File: src/rtl/vga_rd_arbiter_if.sv
// AXI4 read-channel bundle (AR + R) shared by the requesters and the memory side.
interface vga_rd_arbiter_if #(
  parameter int ADDR_W = 32,
  parameter int DATA_W = 64
);
  logic              arvalid;
  logic              arready;
  logic [ADDR_W-1:0] araddr;
  logic [3:0]        arid;
  logic [7:0]        arlen;
  logic [2:0]        arsize;
  logic [1:0]        arburst;
  logic              rvalid;
  logic              rready;
  logic [DATA_W-1:0] rdata;
  logic [1:0]        rresp;
  logic              rlast;
  logic [3:0]        rid;

  modport master (
    output arvalid, araddr, arid, arlen, arsize, arburst, rready,
    input  arready, rvalid, rdata, rresp, rlast, rid
  );

  modport slave (
    input  arvalid, araddr, arid, arlen, arsize, arburst, rready,
    output arready, rvalid, rdata, rresp, rlast, rid
  );
endinterface

File: src/rtl/vga_rd_arbiter.sv
// Two-requester AXI4 read arbiter: VGA scanout (s0) has priority, s1 is protected
// from starvation; one burst in flight, owner locked until rlast.
module vga_rd_arbiter #(
  parameter int MAX_S0_RUN = 4,
  parameter int ADDR_W     = 32,
  parameter int DATA_W     = 64
) (
  input  logic             clock,
  input  logic             reset,
  vga_rd_arbiter_if.slave  s0,
  vga_rd_arbiter_if.slave  s1,
  vga_rd_arbiter_if.master m,
  output logic             busy,
  output logic             owner
);

  typedef enum logic [1:0] {IDLE, ADDR, DATA} state_t;

  localparam logic [3:0] RUN_LIMIT = 4'(MAX_S0_RUN);

  state_t            state;
  logic [3:0]        starve_cnt;
  logic              owner_q;
  logic              arvalid_q;
  logic              busy_q;
  logic [ADDR_W-1:0] araddr_q;
  logic [3:0]        arid_q;
  logic [7:0]        arlen_q;
  logic [2:0]        arsize_q;
  logic [1:0]        arburst_q;

  logic              grant_any;
  logic              grant_sel;
  logic              data_phase;
  logic              route0;
  logic              route1;
  logic              rd_ready;
  logic              beat_last;
  logic [DATA_W-1:0] rdata_fwd;

  // Arbitration: s1 wins only when alone or when s0 has used up its run.
  assign grant_any = (state == IDLE) && !reset && (s0.arvalid || s1.arvalid);
  assign grant_sel = s1.arvalid && (!s0.arvalid || (starve_cnt == RUN_LIMIT));

  assign s0.arready = grant_any && !grant_sel;
  assign s1.arready = grant_any &&  grant_sel;

  // Read-data routing; the reset term cuts the path the moment reset rises mid-burst.
  assign data_phase = (state == DATA) && !reset;
  assign route0     = data_phase && !owner_q;
  assign route1     = data_phase &&  owner_q;
  assign rd_ready   = (route0 && s0.rready) || (route1 && s1.rready);
  assign beat_last  = m.rvalid && rd_ready && m.rlast;
  assign rdata_fwd  = m.rdata;

  assign m.rready   = rd_ready;

  assign s0.rvalid  = route0 && m.rvalid;
  assign s0.rdata   = route0 ? rdata_fwd : '0;
  assign s0.rresp   = route0 ? m.rresp   : 2'b00;
  assign s0.rlast   = route0 && m.rlast;
  assign s0.rid     = route0 ? m.rid     : 4'h0;

  assign s1.rvalid  = route1 && m.rvalid;
  assign s1.rdata   = route1 ? rdata_fwd : '0;
  assign s1.rresp   = route1 ? m.rresp   : 2'b00;
  assign s1.rlast   = route1 && m.rlast;
  assign s1.rid     = route1 ? m.rid     : 4'h0;

  assign m.arvalid  = arvalid_q && !reset;
  assign m.araddr   = araddr_q;
  assign m.arid     = arid_q;
  assign m.arlen    = arlen_q;
  assign m.arsize   = arsize_q;
  assign m.arburst  = arburst_q;

  assign busy       = busy_q && !reset;
  assign owner      = owner_q;

  always_ff @(posedge clock) begin
    if (reset) begin
      state      <= IDLE;
      owner_q    <= 1'b0;
      starve_cnt <= 4'd0;
      arvalid_q  <= 1'b0;
      busy_q     <= 1'b0;
      araddr_q   <= '0;
      arid_q     <= 4'h0;
      arlen_q    <= 8'h00;
      arsize_q   <= 3'b000;
      arburst_q  <= 2'b00;
    end else begin
      case (state)
        IDLE: begin
          if (grant_any) begin
            owner_q   <= grant_sel;
            araddr_q  <= grant_sel ? s1.araddr  : s0.araddr;
            arid_q    <= grant_sel ? s1.arid    : s0.arid;
            arlen_q   <= grant_sel ? s1.arlen   : s0.arlen;
            arsize_q  <= grant_sel ? s1.arsize  : s0.arsize;
            arburst_q <= grant_sel ? s1.arburst : s0.arburst;
            arvalid_q <= 1'b1;
            busy_q    <= 1'b1;
            state     <= ADDR;
            // Count only s0 wins that actually held s1 off.
            if (grant_sel || !s1.arvalid)
              starve_cnt <= 4'd0;
            else if (starve_cnt != RUN_LIMIT)
              starve_cnt <= starve_cnt + 4'd1;
          end
        end
        ADDR: begin
          if (m.arready) begin
            arvalid_q <= 1'b0;
            state     <= DATA;
          end
        end
        DATA: begin
          if (beat_last) begin
            busy_q <= 1'b0;
            state  <= IDLE;
          end
        end
        default: begin
          arvalid_q <= 1'b0;
          busy_q    <= 1'b0;
          state     <= IDLE;
        end
      endcase
    end
  end

endmodule

File: src/flat_wrapper.sv
// flat-port wrapper written by rule: the top's interface ports become plain ports
module vga_rd_arbiter_flat 
#(
  parameter int MAX_S0_RUN = 4,
  parameter int ADDR_W     = 32,
  parameter int DATA_W     = 64
)
  (clock, reset, busy, owner, s0_arvalid, s0_araddr, s0_arid, s0_arlen, s0_arsize, s0_arburst, s0_rready, s0_arready, s0_rvalid, s0_rdata, s0_rresp, s0_rlast, s0_rid, s1_arvalid, s1_araddr, s1_arid, s1_arlen, s1_arsize, s1_arburst, s1_rready, s1_arready, s1_rvalid, s1_rdata, s1_rresp, s1_rlast, s1_rid, m_arvalid, m_araddr, m_arid, m_arlen, m_arsize, m_arburst, m_rready, m_arready, m_rvalid, m_rdata, m_rresp, m_rlast, m_rid);
  vga_rd_arbiter_if #(.ADDR_W(ADDR_W), .DATA_W(DATA_W)) s0_i ();
  vga_rd_arbiter_if #(.ADDR_W(ADDR_W), .DATA_W(DATA_W)) s1_i ();
  vga_rd_arbiter_if #(.ADDR_W(ADDR_W), .DATA_W(DATA_W)) m_i ();
  input  logic clock;
  input  logic reset;
  output logic busy;
  output logic owner;
  input wire logic [$bits(s0_i.arvalid)-1:0] s0_arvalid;
  input wire logic [$bits(s0_i.araddr)-1:0] s0_araddr;
  input wire logic [$bits(s0_i.arid)-1:0] s0_arid;
  input wire logic [$bits(s0_i.arlen)-1:0] s0_arlen;
  input wire logic [$bits(s0_i.arsize)-1:0] s0_arsize;
  input wire logic [$bits(s0_i.arburst)-1:0] s0_arburst;
  input wire logic [$bits(s0_i.rready)-1:0] s0_rready;
  output wire logic [$bits(s0_i.arready)-1:0] s0_arready;
  output wire logic [$bits(s0_i.rvalid)-1:0] s0_rvalid;
  output wire logic [$bits(s0_i.rdata)-1:0] s0_rdata;
  output wire logic [$bits(s0_i.rresp)-1:0] s0_rresp;
  output wire logic [$bits(s0_i.rlast)-1:0] s0_rlast;
  output wire logic [$bits(s0_i.rid)-1:0] s0_rid;
  input wire logic [$bits(s1_i.arvalid)-1:0] s1_arvalid;
  input wire logic [$bits(s1_i.araddr)-1:0] s1_araddr;
  input wire logic [$bits(s1_i.arid)-1:0] s1_arid;
  input wire logic [$bits(s1_i.arlen)-1:0] s1_arlen;
  input wire logic [$bits(s1_i.arsize)-1:0] s1_arsize;
  input wire logic [$bits(s1_i.arburst)-1:0] s1_arburst;
  input wire logic [$bits(s1_i.rready)-1:0] s1_rready;
  output wire logic [$bits(s1_i.arready)-1:0] s1_arready;
  output wire logic [$bits(s1_i.rvalid)-1:0] s1_rvalid;
  output wire logic [$bits(s1_i.rdata)-1:0] s1_rdata;
  output wire logic [$bits(s1_i.rresp)-1:0] s1_rresp;
  output wire logic [$bits(s1_i.rlast)-1:0] s1_rlast;
  output wire logic [$bits(s1_i.rid)-1:0] s1_rid;
  output wire logic [$bits(m_i.arvalid)-1:0] m_arvalid;
  output wire logic [$bits(m_i.araddr)-1:0] m_araddr;
  output wire logic [$bits(m_i.arid)-1:0] m_arid;
  output wire logic [$bits(m_i.arlen)-1:0] m_arlen;
  output wire logic [$bits(m_i.arsize)-1:0] m_arsize;
  output wire logic [$bits(m_i.arburst)-1:0] m_arburst;
  output wire logic [$bits(m_i.rready)-1:0] m_rready;
  input wire logic [$bits(m_i.arready)-1:0] m_arready;
  input wire logic [$bits(m_i.rvalid)-1:0] m_rvalid;
  input wire logic [$bits(m_i.rdata)-1:0] m_rdata;
  input wire logic [$bits(m_i.rresp)-1:0] m_rresp;
  input wire logic [$bits(m_i.rlast)-1:0] m_rlast;
  input wire logic [$bits(m_i.rid)-1:0] m_rid;
  assign s0_i.arvalid = s0_arvalid;
  assign s0_i.araddr = s0_araddr;
  assign s0_i.arid = s0_arid;
  assign s0_i.arlen = s0_arlen;
  assign s0_i.arsize = s0_arsize;
  assign s0_i.arburst = s0_arburst;
  assign s0_i.rready = s0_rready;
  assign s0_arready = s0_i.arready;
  assign s0_rvalid = s0_i.rvalid;
  assign s0_rdata = s0_i.rdata;
  assign s0_rresp = s0_i.rresp;
  assign s0_rlast = s0_i.rlast;
  assign s0_rid = s0_i.rid;
  assign s1_i.arvalid = s1_arvalid;
  assign s1_i.araddr = s1_araddr;
  assign s1_i.arid = s1_arid;
  assign s1_i.arlen = s1_arlen;
  assign s1_i.arsize = s1_arsize;
  assign s1_i.arburst = s1_arburst;
  assign s1_i.rready = s1_rready;
  assign s1_arready = s1_i.arready;
  assign s1_rvalid = s1_i.rvalid;
  assign s1_rdata = s1_i.rdata;
  assign s1_rresp = s1_i.rresp;
  assign s1_rlast = s1_i.rlast;
  assign s1_rid = s1_i.rid;
  assign m_arvalid = m_i.arvalid;
  assign m_araddr = m_i.araddr;
  assign m_arid = m_i.arid;
  assign m_arlen = m_i.arlen;
  assign m_arsize = m_i.arsize;
  assign m_arburst = m_i.arburst;
  assign m_rready = m_i.rready;
  assign m_i.arready = m_arready;
  assign m_i.rvalid = m_rvalid;
  assign m_i.rdata = m_rdata;
  assign m_i.rresp = m_rresp;
  assign m_i.rlast = m_rlast;
  assign m_i.rid = m_rid;
  vga_rd_arbiter #(.MAX_S0_RUN(MAX_S0_RUN), .ADDR_W(ADDR_W), .DATA_W(DATA_W)) u_core (.clock(clock), .reset(reset), .s0(s0_i), .s1(s1_i), .m(m_i), .busy(busy), .owner(owner));
endmodule
File: config.mk
export PLATFORM = sky130hd
export DESIGN_NAME = vga_rd_arbiter_flat
export DESIGN_NICKNAME = d
export VERILOG_FILES = /design/src/rtl/vga_rd_arbiter_if.sv /design/src/rtl/vga_rd_arbiter.sv /design/src/flat_wrapper.sv
export SDC_FILE = /design/constraint.sdc
export NUM_CORES = 1
export LEC_CHECK = 0
export CAP_MARGIN = 40
export CORE_AREA = 2 2 146 148
export DETAILED_ROUTE_END_ITERATION = 10
export DIE_AREA = 0 0 148 150
export GPL_ROUTABILITY_DRIVEN = 0
export GPL_TIMING_DRIVEN = 0
export PLACE_DENSITY = 0.59
export RECOVER_POWER = 50
export SLEW_MARGIN = 10
export SYNTH_ARGS = -nofsm -noshare
export SYNTH_HDL_FRONTEND = slang
export SYNTH_SLANG_ARGS = --single-unit
File: constraint.sdc
create_clock -name clock -period 1.7 [get_ports clock]
set_input_delay 0.17 -clock clock [delete_from_list [all_inputs] [get_ports clock]]
set_output_delay 0.17 -clock clock [all_outputs]
set_load 0.02 [all_outputs]
==> summary.txt <==
Outcome
  • Status: complete, but fails checks
  • Violated checks: negative setup slack

Die
  • Cell Rows: 53
  • Die boundary width: around 150 µm
  • DIE HEIGHT: around 150 µm
  • Total die area: roughly 22000 µm²
  • Initial Utilization: 18.3%
  • Core box area: just over 20000 µm²
  • I/O pin cnt: approximately 380

Timing
  • Min cycle time layout: roughly 2100 ps
  • RSZ-0062 raised after global routing: true
  • Count of final max-slew check failures: 0
  • Peak Freq: about 470 MHz
  • Relative slew slack: a little over three fifths
  • Share of the clock period used by the worst path after layout: 124%
  • Worst clock skew on the final layout: 5.74 ps
  • Final setup viols: between 100 and 150
  • Endpoints failing hold: 0
  • Worst hold slack across all endpoints: around 200 ps
  • Post-route setup TNS: -45710 ps
  • Final setup margin: -408 ps
  • Slew at the pin with the worst max-slew slack: 554 ps

Routing
  • Detailed-route wire length per cell: 19.5 µm
  • Sum of routed wire length over all layers: about 23 mm
  • Vias after detailed routing: about 5200
  • Number of nets with antenna violations after routing: 0
  • Total DRC errors in the routed layout: 0
  • Post-DR vias/cell: 4.35
  • First-pass detailed-route iteration total: 4
  • Iteration-0 DRC Markers: about 160

Place
  • Estimated wirelength of the detail-placed design: between 15 and 20 mm
  • Cell total after placement: roughly 1100
  • Quantity of I/O buffers inserted on ports: around 370
  • Instance area at placement: 7870 µm²

Synthesis
  • Warning count from the yosys run: 0
  • Mapped Avg Cell Area: ~7.6 µm²
  • Number of unique standard cell types used by synthesis: 32
  • Number of register bits inferred by synthesis: 58
  • Syn nets: 674
  • Cell count after synthesis: ~500
  • Share of the yosys chip area belonging to registers: just over 30%
  • Area of the mapped netlist: approximately 3800 µm²

Power
  • Power density of the placed cells: roughly 600 nW/µm²
  • Peak ir drop on the vdd network: 0.384 mV
  • Leakage dissipation: between 4 and 5 nW

Finish
  • Post-route design area: 9220 µm²
  • Fraction of final layout cells with drive strength greater than 1: 42.4%
  • # nets final: 1095
  • Number of non-filler instances in the completed layout: roughly 1200
  • Area Overhead vs Synth: 144%
  • Core utilization of the finished layout: between 40 and 50%

Clock tree
  • Root Buffer Master: clkbuf_16
  • Hold-fix buffer count after cts: 0
  • Clock sinks: 58
  • Depth of the CTS H-tree: 3
  • Maximum clock insertion buffer count: 2
  • Clock-pin slew on the worst setup and hold paths: about 50 ps
  • TritonCTS clock tree: yes
  • Number of buffers added by the clock tree synthesis step: 9
  • Worst-skew pair later-pin latency: approximately 340 ps

Critical path
  • Crit end category: output port
  • Crit path top cell by count: buf_6
  • Startpoint Class: flop
  • Highest fanout seen on the critical path: 7
  • Delay of the slowest critical-path stage: 450 ps
  • Highest-delay cell along the critical path: or3b_4
  • Critical path data required time: 1530 ps
  • Top Family by Delay on Critical Path: simple AND/OR/NAND/NOR gates
  • Buffers & Inverters on Critical Path: 4
  • Worst endpoint data arrival time: 1940 ps
  • Critical path type: flop to output port
  • Cells along the critical path: or3b_4, buf_6, nor2_4, buf_12, clkbuf_16, and2_1, buf_6

Global routing
  • Total grt overflow: 0
  • Gr usage total: about 20%
  • Number of antenna violations at the first check in global routing: 4
  • Largest net degree at the start of global routing: 11
  • First-pass GRT wire length: between 30 and 40 mm
  • Via count of the first global-routing pass: roughly 5000

Run
  • Count of max-cap constraint violations: 0

Min path
  • Worst hold path class: input pin to flop
## flip-flops by register name (all words and copies together) (netlist names)
signal / count
u_core.m.arlen: 8
u_core.busy_q: 1
u_core.starve_cnt: 4
u_core.m.arsize: 3
u_core.owner: 1
u_core.m.araddr: 32
u_core.m.arid: 4
u_core.arvalid_q: 1
u_core.state: 2
u_core.m.arburst: 2
## synthesized netlist by cell type (all sizes together)
master | n | area (µm²)
or4bb | 1 | 12.5
ha | 2 | 25.0
nand3b | 2 | 27.5
clkbuf | 24 | 108
and2 | 144 | 1020
a211oi | 49 | 368
a31oi | 2 | 12.5
o21ai | 3 | 18.8
buf | 21 | 163
nand3 | 4 | 20.0
a21boi | 1 | 18.8
a21bo | 1 | 10.0
dfxtp | 58 | 1160
mux2i | 1 | 10.0
a21oi | 54 | 270
inv | 3 | 11.3
nand2 | 57 | 214
o21a | 1 | 7.51
a22oi | 1 | 7.51
nor2 | 56 | 225
or3b | 1 | 11.3
nand4b | 1 | 8.76
and3 | 2 | 12.5
nor2b | 2 | 12.5
nor3 | 4 | 20.0
## where the power goes
part	total (mW)	switching, mW	leakage, nW	internal (mW)
combinational	1.92	0.930	3.45	0.988
clock	1.96	0.651	0.151	1.30
sequential	1.62	0.0917	0.483	1.53
## per-stage QoR
step	power, mW	worst slack, ps
after floorplan	2.44	49.1
after global placement	3.49	-709
after detailed placement	3.49	-728
after CTS	5.57	-426
after global routing	5.76	-453
final	5.49	-408
## worst min-delay path: cells and delay by family
| kind | cells | cell delay (ps) |
|---|---|---|
| AOI/OAI and AO/OA | 1 | 60 |
| buffers and inverters | 1 | 120 |
| and+or+nand+nor | 1 | 120 |
## layout make-up
type                            count  area, µm²
Sequential cell                    58       1170
Antenna cell                        2       5.00
Tap cell                          275        344
Fill cell                        2067      11500
Buffer                             39        353
Clock inverter                      3       65.1
Timing Repair Buffer              414       4410
Inverter                            3       11.3
Multi-Input combinational cell    391       2610
Clock buffer                       11        243
## cell families (layout without fill, tap and decap cells)
logic type | Yosys count | in the layout | synth area share (%)
fa+ha+maj | 2 | 2 | 0.663
buf+inv | 48 | 470 | 7.46
simple gates | 274 | 276 | 42.0
flops | 58 | 58 | 30.7
other cells | 0 | 2 | 0
mux | 1 | 1 | 0.265
compound gates | 112 | 112 | 18.9
## placed cells by master (no fill, tap or decap), types with 17 or more instances in the layout
| cell | Yosys | final |
|---|---|---|
| nor2_1 | 54 | 52 |
| dlygate4sd3_1 | 0 | 46 |
| and2_2 | 96 | 23 |
| buf_4 | 8 | 22 |
| clkdlybuf4s50_1 | 0 | 179 |
| a211oi_1 | 49 | 49 |
| nand2_1 | 57 | 57 |
| and2_4 | 0 | 116 |
| a21oi_1 | 54 | 54 |
| dfxtp_1 | 58 | 54 |
| buf_8 | 0 | 17 |
| buf_6 | 6 | 160 |
## routing by layer
layer	up-vias	global-route usage (%)	routed length [µm]
met5	-	0	27
met4	4	7.67	629
met3	37	6.34	2050
met2	262	35.5	11800
met1	2418	21.5	8790
li1	2481	-	-
## final timing paths
path                          from  slack [ps]               end  cells after the start
hold reg to reg   u_core.arvalid_q         450  u_core.arvalid_q                      2
setup / recovery   u_core.state[0]        -410      s0_rdata[21]                      7
hold / removal               reset         190   u_core.state[1]                      3
setup reg to reg   u_core.state[0]         110   u_core.state[1]                      6
## repair_timing
| action | in CTS | in global routing |
|---|---|---|
| pin swaps | 40 | 13 |
| setup endpoints to repair | 177 | 186 |
| setup buffers | 15 | 14 |
| resized for setup | 957 | 149 |
| cloned | 11 | 2 |
No activity file was read; power rests on OpenSTA's default activity.
